### src/rtl/cpu_ctrl_pkg.sv
// cpu_ctrl_pkg: opcodes, sequencer state encoding and instruction classes for the control unit
package cpu_ctrl_pkg;
  localparam logic [4:0] OP_LD = 5'd0, OP_LDI = 5'd1, OP_ST = 5'd2, OP_ADD = 5'd3, OP_SUB = 5'd4;
  localparam logic [4:0] OP_SHR = 5'd5, OP_SHRA = 5'd6, OP_SHL = 5'd7, OP_ROR = 5'd8, OP_ROL = 5'd9;
  localparam logic [4:0] OP_AND = 5'd10, OP_OR = 5'd11, OP_ADDI = 5'd12, OP_ANDI = 5'd13, OP_ORI = 5'd14;
  localparam logic [4:0] OP_MUL = 5'd15, OP_DIV = 5'd16, OP_NEG = 5'd17, OP_NOT = 5'd18, OP_BR = 5'd19;
  localparam logic [4:0] OP_JR = 5'd20, OP_JAL = 5'd21, OP_IN = 5'd22, OP_OUT = 5'd23, OP_MFHI = 5'd24;
  localparam logic [4:0] OP_MFLO = 5'd25, OP_NOP = 5'd26, OP_HALT = 5'd27;
  localparam logic [3:0] S_RESET = 4'd0, S_T0 = 4'd1, S_T1 = 4'd2, S_T2 = 4'd3, S_T3 = 4'd4;
  localparam logic [3:0] S_T4 = 4'd5, S_T5 = 4'd6, S_T6 = 4'd7, S_T7 = 4'd8, S_HALT = 4'd9;
  localparam logic [3:0] C_ALU = 4'd0, C_IMM = 4'd1, C_UNARY = 4'd2, C_MULDIV = 4'd3, C_LD = 4'd4;
  localparam logic [3:0] C_LDI = 4'd5, C_ST = 4'd6, C_BR = 4'd7, C_JR = 4'd8, C_JAL = 4'd9;
  localparam logic [3:0] C_IN = 4'd10, C_OUT = 4'd11, C_MFHI = 4'd12, C_MFLO = 4'd13, C_NOP = 4'd14;
  localparam logic [3:0] C_HALT = 4'd15;
  // Final execute step of each class; the sequencer returns to T0 after it
  function automatic logic [3:0] last_state(input logic [3:0] cls);
    return (cls == C_MULDIV || cls == C_BR) ? S_T6 :
           (cls == C_LD || cls == C_ST) ? S_T7 :
           (cls == C_ALU || cls == C_IMM || cls == C_LDI) ? S_T5 :
           (cls == C_UNARY || cls == C_JAL) ? S_T4 : S_T3;
  endfunction
endpackage

### src/rtl/cu_decode.sv
// cu_decode: maps an opcode to its instruction class and ALU function select
module cu_decode
  import cpu_ctrl_pkg::*;
(
  input  logic [4:0] opcode,
  output logic [3:0] cls,
  output logic [4:0] alu_op
);
  always_comb begin
    cls = (opcode >= OP_ADD && opcode <= OP_OR) ? C_ALU :
          (opcode >= OP_ADDI && opcode <= OP_ORI) ? C_IMM :
          (opcode == OP_NEG || opcode == OP_NOT) ? C_UNARY :
          (opcode == OP_MUL || opcode == OP_DIV) ? C_MULDIV :
          opcode == OP_LD ? C_LD : opcode == OP_LDI ? C_LDI : opcode == OP_ST ? C_ST :
          opcode == OP_BR ? C_BR : opcode == OP_JR ? C_JR : opcode == OP_JAL ? C_JAL :
          opcode == OP_IN ? C_IN : opcode == OP_OUT ? C_OUT :
          opcode == OP_MFHI ? C_MFHI : opcode == OP_MFLO ? C_MFLO :
          opcode == OP_HALT ? C_HALT : C_NOP;
    alu_op = opcode == OP_ADDI ? OP_ADD : opcode == OP_ANDI ? OP_AND :
             opcode == OP_ORI ? OP_OR : opcode;
  end
endmodule

### src/rtl/control_unit.sv
// control_unit: hardwired fetch/execute sequencer driving the RISC datapath strobes
module control_unit
  import cpu_ctrl_pkg::*;
#(
  parameter int IR_W = 32,
  parameter int OP_W = 5
) (
  input  logic            clock,
  input  logic            clear,
  input  logic [IR_W-1:0] ir,
  input  logic            CON,
  output logic            run,
  output logic [OP_W-1:0] alu_op,
  output logic            PCout, PCin, IncPC, MARin, MDRin, MDRout, memRead, memWrite,
  output logic            ramEnable, IRin, Yin, Zin, Zhighout, Zlowout, HIin, LOin, HIout,
  output logic            LOout, Cout, BAout, Gra, Grb, Grc, Rin, Rout, R15in, CONin,
  output logic            InPort_Out, OutPort_In
);
  logic [3:0] state_q, state_d, cls;
  logic [4:0] dec_alu;
  logic unused_ir;
  assign unused_ir = ^ir[IR_W-OP_W-1:0];
  cu_decode u_dec (.opcode(ir[IR_W-1 -: OP_W]), .cls(cls), .alu_op(dec_alu));
  always_comb begin
    state_d = state_q == S_RESET ? S_T0 :
              state_q >= S_HALT ? state_q == S_HALT ? S_HALT : S_RESET :
              state_q == S_T2 ? (cls == C_HALT ? S_HALT : cls == C_NOP ? S_T0 : S_T3) :
              (state_q >= S_T3 && state_q == last_state(cls)) ? S_T0 : state_q + 4'd1;
  end
  always_ff @(posedge clock) begin
    if (!clear) state_q <= S_RESET;
    else state_q <= state_d;
  end
  always_comb begin
    {PCout, PCin, IncPC, MARin, MDRin, MDRout, memRead, memWrite, ramEnable, IRin, Yin, Zin,
     Zhighout, Zlowout, HIin, LOin, HIout, LOout, Cout, BAout, Gra, Grb, Grc, Rin, Rout,
     R15in, CONin, InPort_Out, OutPort_In} = '0;
    alu_op = OP_ADD;
    run = state_q != S_RESET && state_q != S_HALT;
    unique case (state_q)
      S_T0: {PCout, MARin, IncPC, Zin} = '1;
      S_T1: {Zlowout, PCin, memRead, MDRin, ramEnable} = '1;
      S_T2: {MDRout, IRin} = '1;
      S_T3: unique case (cls)
        C_ALU, C_IMM: {Grb, Rout, Yin} = '1;
        C_UNARY: begin {Grb, Rout, Zin} = '1; alu_op = dec_alu; end
        C_MULDIV: {Gra, Rout, Yin} = '1;
        C_LD, C_LDI, C_ST: {Grb, BAout, Yin} = '1;
        C_BR: {Gra, Rout, CONin} = '1;
        C_JR: {Gra, Rout, PCin} = '1;
        C_JAL: {PCout, R15in} = '1;
        C_IN: {InPort_Out, Gra, Rin} = '1;
        C_OUT: {Gra, Rout, OutPort_In} = '1;
        C_MFHI: {HIout, Gra, Rin} = '1;
        C_MFLO: {LOout, Gra, Rin} = '1;
        default: ;
      endcase
      S_T4: unique case (cls)
        C_ALU: begin {Grc, Rout, Zin} = '1; alu_op = dec_alu; end
        C_IMM: begin {Cout, Zin} = '1; alu_op = dec_alu; end
        C_UNARY: {Zlowout, Gra, Rin} = '1;
        C_MULDIV: begin {Grb, Rout, Zin} = '1; alu_op = dec_alu; end
        C_LD, C_LDI, C_ST: {Cout, Zin} = '1;
        C_BR: {PCout, Yin} = '1;
        C_JAL: {Gra, Rout, PCin} = '1;
        default: ;
      endcase
      S_T5: unique case (cls)
        C_ALU, C_IMM, C_LDI: {Zlowout, Gra, Rin} = '1;
        C_MULDIV: {Zlowout, LOin} = '1;
        C_LD, C_ST: {Zlowout, MARin} = '1;
        C_BR: {Cout, Zin} = '1;
        default: ;
      endcase
      S_T6: unique case (cls)
        C_MULDIV: {Zhighout, HIin} = '1;
        C_LD: {memRead, MDRin, ramEnable} = '1;
        C_ST: {Gra, Rout, MDRin} = '1;
        C_BR: begin Zlowout = 1'b1; PCin = CON; end
        default: ;
      endcase
      S_T7: unique case (cls)
        C_LD: {MDRout, Gra, Rin} = '1;
        C_ST: {memWrite, ramEnable} = '1;
        default: ;
      endcase
      default: ;
    endcase
  end
endmodule

### config.mk
export PLATFORM = sky130hd
export DESIGN_NAME = control_unit
export DESIGN_NICKNAME = d
export VERILOG_FILES = /design/src/rtl/cpu_ctrl_pkg.sv /design/src/rtl/cu_decode.sv /design/src/rtl/control_unit.sv
export SDC_FILE = /design/constraint.sdc
export NUM_CORES = 1
export LEC_CHECK = 0
export ABC_AREA = 1
export CAP_MARGIN = 25
export CORE_MARGIN = 8
export CORE_UTILIZATION = 40
export DETAILED_ROUTE_END_ITERATION = 10
export PLACE_DENSITY = 0.86
export SLEW_MARGIN = 10
export SYNTH_ARGS = -nofsm -noshare
export SYNTH_HDL_FRONTEND = slang
export SYNTH_SLANG_ARGS = --single-unit
### constraint.sdc
create_clock -name clock -period 3.3 [get_ports clock]
set_clock_uncertainty 0.1 [all_clocks]
set_input_delay 0.495 -clock clock [delete_from_list [all_inputs] [get_ports clock]]
set_output_delay 0.495 -clock clock [all_outputs]
set_load 0.02 [all_outputs]
# --- After elaboration in Yosys (flattened, before gate mapping) ---
# Index checks and enable logic that the tools add are counted.
op_classes:
  addsub: 1
  n_bitwise: 1
  reduce_logical: 28
  order_cmp: 6
  mux: 84
  eq_ne: 43
op_table:
  columns: ["cell", "n"]
  rows:
  - ["two-way mux 4 bit", 21]
  - ["== test 5 bit (second input constant)", 11]
  - ["== test 4 bit (second input constant)", 10]
  - ["two-way mux 1 bit", 40]
  - ["== test 4 x 3 -> 1 bit (second input constant)", 8]
  - ["two-way mux 5 bit", 5]
  - ["== test 5 x 4 -> 1 bit (second input constant)", 4]
  - ["== test 4 x 2 -> 1 bit (second input constant)", 4]
  - ["case mux 1 bit (4 select lines)", 4]
  - ["OR reduction 3 bit", 5]
  - ["case mux 1 bit (2 select lines)", 7]
  - ["OR reduction 7 bit", 2]
  - ["OR reduction 6 bit", 2]
  - ["less-or-equal comparator 5 x 4 -> 1 bit (second input constant)", 2]
  - ["case mux 5 bit (2 select lines)", 1]
  - ["case mux 1 bit (3 select lines)", 3]
  - ["== test 4 x 1 -> 1 bit (second input constant)", 2]
  - ["logical NOT 4 bit", 2]
  - ["logical OR 1 bit", 7]
  - ["OR reduction 2 bit", 3]
  - ["== test 5 x 1 -> 1 bit (second input constant)", 1]
  - ["== test 5 x 2 -> 1 bit (second input constant)", 1]
  - [">= comparator 5 x 2 -> 1 bit (second input constant)", 1]
  - [">= comparator 5 x 4 -> 1 bit (second input constant)", 1]
  - ["other kinds (13)", 16]
totals:
  elab_cells: 165
  inputBits: 35
  out_inout_bits: 35
  register_bits: 4

# --- Longest topological paths before layout ---
# Gate-level depths: netlist (run 1).
logic_depth:
  depth_word: 28
  ltp_mapped: 12
  mapped_depth_nobuf: 11

# --- By module ---
# Synthesis (run 1) repeated with hierarchy kept, for this count alone.
hier_totals:
  cells_unflattened: 229
  area_unflattened_um2: 1183.6
by_module_without_submodules:
  columns: ["mod", "seq_area_each_um2", "cells_per_inst", "instances", "area_per_inst_um2"]
  rows:
  - ["control_unit", 80.1, 187, 1, 980.9]
  - ["cu_decode", 0.0, 42, 1, 202.7]

# --- Least setup slack after synthesis (run 1) ---
# Ideal clock, no wire load.
synth_path:
  kind: "input port to output port"
  from: "input port ir[29]"
  to: "output port Rin"
  slack_ns: 0.665
  path_buffers: 1
  arrival_time_ns: 2.040
  t_required_ns: 2.705
  stages: 8
  cell_sequence: "buf_4 -> inv_1 -> nor2_2 -> nand2_2 -> nand2_2 -> inv_2 -> a211oi_1 -> nand3b_1"
synth_between:
  elab_chain_cells: 20
  elab_cells_between_ends: 53
  classes_between: "4 x order compare; 21 x eq/ne; 20 x mux; 8 x reduce/logical"
synth_rtl:
  columns: ["item", "line_no", "source"]
  rows:
  - ["from (decl)", "control_unit.sv:10", "input logic [IR_W-1:0] ir,"]
  - ["== test 5 bit", "cu_decode.sv:18", "opcode == OP_HALT ? C_HALT : C_NOP;"]
  - ["two-way mux 1 bit", "cu_decode.sv:18", null]
  - ["two-way mux 4 bit (2 in a row)", "cu_decode.sv:17", "opcode == OP_MFHI ? C_MFHI : opcode == OP_MFLO ? C_MFLO :"]
  - ["two-way mux 4 bit (2 in a row)", "cu_decode.sv:16", "opcode == OP_IN ? C_IN : opcode == OP_OUT ? C_OUT :"]
  - ["two-way mux 4 bit (3 in a row)", "cu_decode.sv:15", "opcode == OP_BR ? C_BR : opcode == OP_JR ? C_JR : opcode == OP_JAL ? C_JAL :"]
  - ["two-way mux 4 bit (3 in a row)", "cu_decode.sv:14", "opcode == OP_LD ? C_LD : opcode == OP_LDI ? C_LDI : opcode == OP_ST ? C_ST :"]
  - ["two-way mux 4 bit", "cu_decode.sv:13", "(opcode == OP_MUL || opcode == OP_DIV) ? C_MULDIV :"]
  - ["two-way mux 4 bit", "cu_decode.sv:12", "(opcode == OP_NEG || opcode == OP_NOT) ? C_UNARY :"]
  - ["two-way mux 4 bit", "cu_decode.sv:11", "(opcode >= OP_ADDI && opcode <= OP_ORI) ? C_IMM :"]
  - ["two-way mux 4 bit (*)", "cu_decode.sv:10", "cls = (opcode >= OP_ADD && opcode <= OP_OR) ? C_ALU :"]
  - ["== test 4 x 1 -> 1 bit (tied with other cells)", "control_unit.sv:68", "S_T5: unique case (cls)"]
  - ["OR reduction 3 bit", null, null]
  - ["two-way mux 1 bit, on equally long branches", "control_unit.sv:68, control_unit.sv:44", null]
  - ["case mux 1 bit (4 select lines) (*)", "control_unit.sv:40", "unique case (state_q)"]
  - ["to (decl)", "control_unit.sv:16", "output logic LOout, Cout, BAout, Gra, Grb, Grc, Rin, Rout, R15in, CONin,"]
# Mark *: on every way between the ends. The rest lies on a longest branch, timed or not.

# --- Final worst setup path (run 1) ---
layout_path:
  from: "input port ir[27]"
  to: "output port InPort_Out"
layout_between:
  elab_chain_cells: 19
  elab_cells_between_ends: 41
  classes_between: "4 x order compare; 15 x eq/ne; 17 x mux; 5 x reduce/logical"
layout_rtl:
  columns: ["item", "line_no", "source"]
  rows:
  - ["== test 5 bit", "cu_decode.sv:18", null]
  - ["two-way mux 1 bit", "cu_decode.sv:18", null]
  - ["two-way mux 4 bit (2 in a row)", "cu_decode.sv:17", null]
  - ["two-way mux 4 bit (2 in a row)", "cu_decode.sv:16", null]
  - ["two-way mux 4 bit (3 in a row)", "cu_decode.sv:15", null]
  - ["two-way mux 4 bit (3 in a row)", "cu_decode.sv:14", null]
  - ["two-way mux 4 bit", "cu_decode.sv:13", null]
  - ["two-way mux 4 bit", "cu_decode.sv:12", null]
  - ["two-way mux 4 bit", "cu_decode.sv:11", null]
  - ["two-way mux 4 bit (*)", "cu_decode.sv:10", null]
  - ["== test 4 bit (*)", "control_unit.sv:44", "S_T3: unique case (cls)"]
  - ["two-way mux 1 bit (*)", "control_unit.sv:44", null]
  - ["two-way mux 1 bit (*)", "control_unit.sv:40", null]
  - ["to (decl)", "control_unit.sv:17", "output logic InPort_Out, OutPort_In"]
# Marked as above.

==> metrics.yaml, run 1 <==
nFillCells: 245
total_power_uw: 301
setup_viol: 0
core-area_um2: 2710
syn_nets: 259
hold_end: "state_q[2]"
reg2reg_slack_ps: 1610
dieArea_um2: 4780
crit_type: "in2out"
grt_pass1_wl_um: 7150
end_kind: "output port"
area_delta_synth_final_pct: 62.1
synth_top_area_frac: 0.146
portBuffers: 42
viasPerCell: 5.43
layout_commonest_cell: "nand2_1"
drc_errors: 0
final_cell_mix: "44 x nand2_1, 37 x inv_1, 36 x nor2_1, 30 x buf_4, 26 x clkdlybuf4s50_1"
met3WireLength_um: 435
clk_pin_slew_ps: 40
relSlewSlack: 0.702
start_util: 0.416
die_y_um: 69.1
reg2reg_from: "state_q[0]"
vias: 1738
synthFlopType: "dfxtp_1"
min-delay-start: "state_q[2]"
status: "finished, final reports clean"
htreeDepth: 1
die_w_um: 69.1
hp-class: "reg2reg"
setup_slack_ps: 175
final.min_clock_period_ps: 3130
r2r-end: "state_q[0]"
nets: 330
synth_warnings: 0
finalWirelength_um: 4210
grt-ovfl-total: 0
cp.arrival_ps: 2530
yosys.cell_types.count: 33
whs_path_depth: 4
multiInputGateArea_um2: 848
cts_tree: "built"
met2_length_um: 1990
p_per_area_nw_per_um2: 165
clock_sinks: 4
ff2ff_path_depth: 9
largest_register: "state_q"
dr.first_iter.drc_count: 186
seq_area_um2: 80.1
antenna_cells: 0
synth_area_leaders: "nand2_1 15%, inv_1 12%, nor2_1 12%"
synth_edf_count: 0
reg_top3: "state_q x4"
ir_drop_mv: 0.247
numCtsBuffers: 3
top_level_ports: 70
hold_viol: 0
gp_congestion: 0.958
cts_setup_buffers: 0
critPathLaunchType: "input port"
syn_area_um2: 1130
drv_cap: 0
drv_slew: 0
layout-drive-gt1-share: 0.170
fin_crit_sh: 0.947
rows: 19
p_leak_uw: 0.00110
dp_slack_ps: -9.26
grt_pass1_vias: 1633
max_freq_ghz: 0.320
grt_max_degree: 13
drtPass1Iterations: 4
dpl.hpwl_um: 3500
rsz0062_at_grt: "false"
path_max_fanout: 5
synth_seq_cells: 4
largest_reg_flops: 4
yosysTopAreaCell: "nand2_1"
synthArstFlopShare: 0
syn_area_per_cell_um2: 5.13
clock_path_buffers: 2
yosysSeqAreaShare: 0.0710
required_ps: 2700
post_drt_wl_per_cell_um: 13.1
wl_met1_um: 1780
top_layer: "met4"
grt_usage: 0.166
syn_inst: 220
insertion_delay_ps: 230
antenna_found_initial: 0
detail-route-antenna-nets: 0
worst_pin_slew_ps: 444
clockRootBuffer: "clkbuf_4"
## kinds of logic (layout without fill, tap and decap cells)
| logic type | after synthesis | count (layout) | share of synthesized area |
|---|---|---|---|
| AOI/OAI and AO/OA | 39 | 39 | 0.210 |
| adders and majority gates | 4 | 4 | 0.0443 |
| buffers and inverters | 49 | 118 | 0.182 |
| DFF | 4 | 4 | 0.0710 |
| and+or+nand+nor | 123 | 123 | 0.486 |
| xor gates and xnor gates | 1 | 1 | 0.00776 |
## power breakdown
group          total [uW]  leakage [uW]  switching (uW)  internal [uW]
combinational         187       0.00105             108           79.2
sequential           54.1     0.0000327            2.58           51.5
clock                59.8     0.0000138            19.2           40.6
## synth_stat cells, types with 2 or more instances
| library cell | number |
|---|---|
| buf_2 | 2 |
| nor2_1 | 36 |
| nor2_2 | 3 |
| o211ai_1 | 2 |
| nand4_1 | 3 |
| inv_2 | 6 |
| o21ai_0 | 17 |
| nand2_2 | 4 |
| nor3_1 | 9 |
| buf_4 | 3 |
| ha_1 | 4 |
| nand3_1 | 20 |
| nor4_1 | 2 |
| a211oi_1 | 2 |
| a21oi_1 | 7 |
| dfxtp_1 | 4 |
| inv_1 | 37 |
| nand2_1 | 44 |
## per-layer routing
metal | global-route usage | up-vias
li1 | - | 853
met2 | 0.263 | 109
met5 | 0 | -
met4 | 0.0478 | 0
met3 | 0.0515 | 2
met1 | 0.209 | 774
## per-stage QoR
| stage | instance area (um2) | hold slack [ps] | setup TNS, ps | cells | util |
|---|---|---|---|---|---|
| after floorplan | 1130 | 504 | 0 | 220 | - |
| after global placement | 1770 | 590 | -110 | 317 | 0.653 |
| after detailed placement | 1770 | 617 | -24.0 | 317 | 0.653 |
| after CTS | 1790 | 607 | 0 | 320 | 0.662 |
| after global routing | 1830 | 673 | 0 | 320 | 0.675 |
| final | 1830 | 630 | 0 | 320 | 0.675 |
## how the worst max path moves through the flow
stage	startpoint	to	slack, ps	cells past startpoint
3_5_place_dp	ir[30]	HIout	-9	10
4_1_cts	ir[30]	alu_op[4]	2	12
6_report	ir[27]	InPort_Out	170	7
3_3_place_gp	ir[30]	Rin	-60	10
5_1_grt	ir[27]	HIin	20	9
2_1_floorplan	ir[29]	Rin	670	8
## layout make-up
cell class,count,area share
Multi-Input combinational cell,167,0.464
Timing Repair Buffer,72,0.371
Inverter,43,0.0882
Sequential cell,4,0.0438
Tap cell,31,0.0212
Clock buffer,3,0.0123
## timing repair
action / 4_1_cts / 5_1_grt
cloned: 0 / 0
setup endpoints to repair: 3 / 14
hold buffers: 0 / 0
resized for setup: 3 / 14
## worst max-delay path: stages
cell,delay [ps]
clkdlybuf4s50_1,500
inv_2,90
nand2_1,60
buf_4,150
nor4_1,420
buf_4,190
clkdlybuf4s50_1,600
(Power assumes the default switching activity.)
==> inputs of run 2 (changes only) <==
- CTS_BUF_LIST: not set -> sky130_fd_sc_hd__clkbuf_16
==> metrics.yaml, run 2 (synthesis gave the netlist of run 1 again) <==
layout-drive-gt1-share: 0.170
rows: 19
total_power_uw: 430
p_int_uw: 286
relSlewSlack: 0.691
reg_top3: "state_q x4"
required_ps: 2700
vias: 1773
start_util: 0.416
antenna_found_initial: 0
detail-route-antenna-nets: 0
cp.arrival_ps: 2550
end_kind: "output port"
final_core_util: 0.694
portBuffers: 42
grt_max_degree: 13
grt_usage: 0.172
cts_setup_buffers: 0
clock_path_buffers: 2
hp-class: "reg2reg"
cts_tree: "built"
finalWirelength_um: 4350
largest_register: "state_q"
p_leak_uw: 0.00112
dr.first_iter.drc_count: 177
viasPerCell: 5.54
clk_pin_slew_ps: 30
drtPass1Iterations: 6
die_y_um: 69.1
dieArea_um2: 4780
p_sw_frac: 0.335
insertion_delay_ps: 220
pwr-share-seq: 0.126
fin_crit_sh: 0.952
rsz0062_at_grt: "false"
clockRootBuffer: "clkbuf_16"
p_clk_frac: 0.434
setup_viol: 0
place_area_um2: 1770
drv_cap: 0
max_freq_ghz: 0.318
post_drt_wl_per_cell_um: 13.6
crit_path_max_incr_delay_ps: 600
grt_pass1_vias: 1654
path_max_fanout: 5
crit_family: "buffers and inverters"
dpl.hpwl_um: 3500
drc_errors: 0
path_cells: "clkdlybuf4s50_1 > inv_2 > nand2_1 > buf_4 > nor4_1 > buf_4 > clkdlybuf4s50_1"
top_level_ports: 70
die_w_um: 69.1
worst_pin_slew_ps: 460
numCtsBuffers: 3
status: "finished, final reports clean"
clock_sinks: 4
slowest_stage: "clkdlybuf4s50_1"
htreeDepth: 1
largest_reg_flops: 4
core-area_um2: 2710
final_cell_area_um2: 1880
crit_buf_inv: 5
gp_congestion: 0.958
hold_viol: 0
p_per_area_nw_per_um2: 228
power_frac_comb: 0.439
drv_slew: 0
nets: 330
final.min_clock_period_ps: 3140
grt_pass1_wl_um: 7340
layout_commonest_cell: "nand2_1"
crit_type: "in2out"
antenna_cells: 0
final_cell_mix: "44 x nand2_1, 37 x inv_1, 36 x nor2_1, 30 x buf_4, 26 x clkdlybuf4s50_1"
holdBufCountCts: 0
p_switching_uw: 144
area_delta_synth_final_pct: 66.7
critPathLaunchType: "input port"
ir_drop_mv: 0.534
grt-ovfl-total: 0
run 2: power by group through the flow:
stage / Clock, uW / Sequential [uW] / Combinational, uW
after global routing: 194 / 54.5 / 206
after CTS: 191 / 54.2 / 187
final: 187 / 54.3 / 189
after floorplan: 0 / 55.3 / 106
after global placement: 0 / 54.9 / 184
after detailed placement: 0 / 54.8 / 186
run 2: worst register-to-register path: stages (launching register included):
cell and delay [ps]:
dfxtp_1 320, buf_4 140, ha_1 180, inv_1 70, nor2_1 310, inv_1 140
nand2_1 80, o21bai_1 100, nand2_1 70, a21oi_1 120
run 2: final cells by class:
type / instances / area, um2
clock buffer: 3 / 75.1
multi-input combinational: 167 / 848
inverter: 43 / 161
fill: 235 / 828
tap: 31 / 38.8
timing repair buffer: 72 / 678
sequential: 4 / 80.1
run 2: layer usage:
layer / vias to the layer above / wire length [um] / GRT usage
met4: 0 / 74 / 0.0569
met5: - / 0 / 0
met1: 797 / 1840 / 0.210
met2: 111 / 2010 / 0.274
met3: 12 / 425 / 0.0572
li1: 853 / - / -
run 2: final timing paths:
kind | start | end | slack, ps | cells after the start
max | ir[27] | InPort_Out | 160 | 7
min | state_q[3] | state_q[3] | 640 | 3
max reg2reg | state_q[0] | state_q[0] | 1590 | 9
min reg2reg | state_q[3] | state_q[3] | 640 | 3
run 2: stage by stage:
stage	instances	setup slack [ps]	hold slack [ps]	TNS (ps)
6_report	320	157	640	0
3_3_place_gp	317	-56.7	590	-110
4_1_cts	320	1.78	632	0
5_1_grt	320	19.9	683	0
3_5_place_dp	317	-9.26	617	-24.0
2_1_floorplan	220	665	504	0
run 2: repair_timing:
item,4_1_cts,5_1_grt
resized for setup,3,14
cloned,0,0
endpoints found under the setup margin,3,14
==> inputs of run 3 (changes only) <==
- CORE_ASPECT_RATIO: not set -> 0.6
==> metrics.yaml, run 3 (synthesis gave the netlist of run 1 again) <==
drv_slew: 0
clk_pin_slew_ps: 30
path_cells: "clkdlybuf4s50_1 > nand2_2 > nor2_1 > nand2_1 > nand2_1 > inv_1 > buf_4 > o22ai_1 > clkdlybuf4s50_1"
whs_ps: 621
die_w_um: 84.6
die_y_um: 57.1
rsz0062_at_grt: "false"
clockRootBuffer: "clkbuf_16"
required_ps: 2700
nets: 327
cts_setup_buffers: 0
total_power_uw: 431
grt-ovfl-total: 0
dieArea_um2: 4830
finalWirelength_um: 4350
rows: 15
setup_tns_ps: 0
grt_max_degree: 13
crit_type: "in2out"
layout_commonest_cell: "nand2_1"
insertion_delay_ps: 220
slowest_stage: "clkdlybuf4s50_1"
largest_register: "state_q"
start_util: 0.406
antenna_cells: 0
grt_usage: 0.174
relSlewSlack: 0.756
setup_viol: 0
dpl.hpwl_um: 3710
final_cell_mix: "44 x nand2_1, 37 x inv_1, 36 x nor2_1, 29 x clkdlybuf4s50_1, 27 x buf_4"
fin_crit_sh: 0.961
viasPerCell: 5.24
post_drt_wl_per_cell_um: 13.6
portBuffers: 42
clock_path_buffers: 2
antenna_found_initial: 0
critPathLaunchType: "input port"
crit_family: "buffers and inverters"
clock_sinks: 4
reg_top3: "state_q x4"
max_freq_ghz: 0.315
drc_errors: 0
post_cts_resized: 0
hold_viol: 0
final.min_clock_period_ps: 3170
p_leak_uw: 0.00106
htreeDepth: 1
grt_pass1_vias: 1600
p_per_area_nw_per_um2: 230
hp-class: "reg2reg"
path_max_fanout: 5
gp_congestion: 0.963
cts_tree: "built"
area_delta_synth_final_pct: 66.0
holdBufCountCts: 0
dr.first_iter.drc_count: 183
crit_path_max_incr_delay_ps: 640
status: "finished, final reports clean"
worst_pin_slew_ps: 363
end_kind: "output port"
ir_drop_mv: 0.339
drv_cap: 0
largest_reg_flops: 4
cp.arrival_ps: 2580
top_level_ports: 70
crit_buf_inv: 4
core-area_um2: 2780
grt_pass1_wl_um: 7110
vias: 1677
numCtsBuffers: 3
layout-drive-gt1-share: 0.168
drtPass1Iterations: 4
detail-route-antenna-nets: 0
## run 3: changes by cell type in the layout (fill, tap and decap cells not counted)
cell / previous run / this run
nor3_2: 0 / 1
a22oi_1: 1 / 0
nor3_1: 9 / 8
clkdlybuf4s50_1: 26 / 29
dlymetal6s2s_1: 14 / 13
dlygate4sd2_1: 2 / 0
a22oi_2: 0 / 1
buf_4: 30 / 27
## run 3: layout make-up
type / instances / area (um2)
Clock buffer: 3 / 75.1
Tap cell: 34 / 42.5
Multi-Input combinational cell: 167 / 858
Fill cell: 256 / 905
Timing Repair Buffer: 69 / 656
Sequential cell: 4 / 80.1
Inverter: 43 / 161
## run 3: per-layer routing
layer / track usage / wire, um
met5: 0 / 0
met4: 0.0276 / 25
met3: 0.0629 / 579
met2: 0.275 / 1820
met1: 0.224 / 1920
## run 3: per-stage QoR
stage,util,worst slack (ps),instance area (um2),std cells
floorplan,-,665,1130,220
detailed placement,0.630,5.10,1750,317
finish,0.674,130,1870,320
global route,0.674,11.6,1870,320
CTS,0.657,0.878,1830,320
global placement,0.630,33.1,1750,317
## run 3: path summary, 6_finish.rpt
path                            startpoint          to  cells after the start  slack [ps]
worst max-delay path                ir[28]         Grb                      9         130
worst max register to register  state_q[0]  state_q[0]                      8        1560
worst min-delay path            state_q[3]  state_q[3]                      3         620
worst min register to register  state_q[3]  state_q[3]                      3         620
## run 3: worst register-to-register path: stages (launching register included)
cell and delay [ps]:
dfxtp_1 430, ha_1 220, inv_1 60, nor2_1 300, inv_1 140, nand2_1 90
o21bai_1 130, nand2_1 80, a21oi_1 110
## run 3: power by group
group / switching (uW) / leakage [uW] / internal (uW)
clock: 31.9 / 0.0000370 / 155
sequential: 4.33 / 0.0000327 / 51.6
combinational: 111 / 0.000994 / 78.3
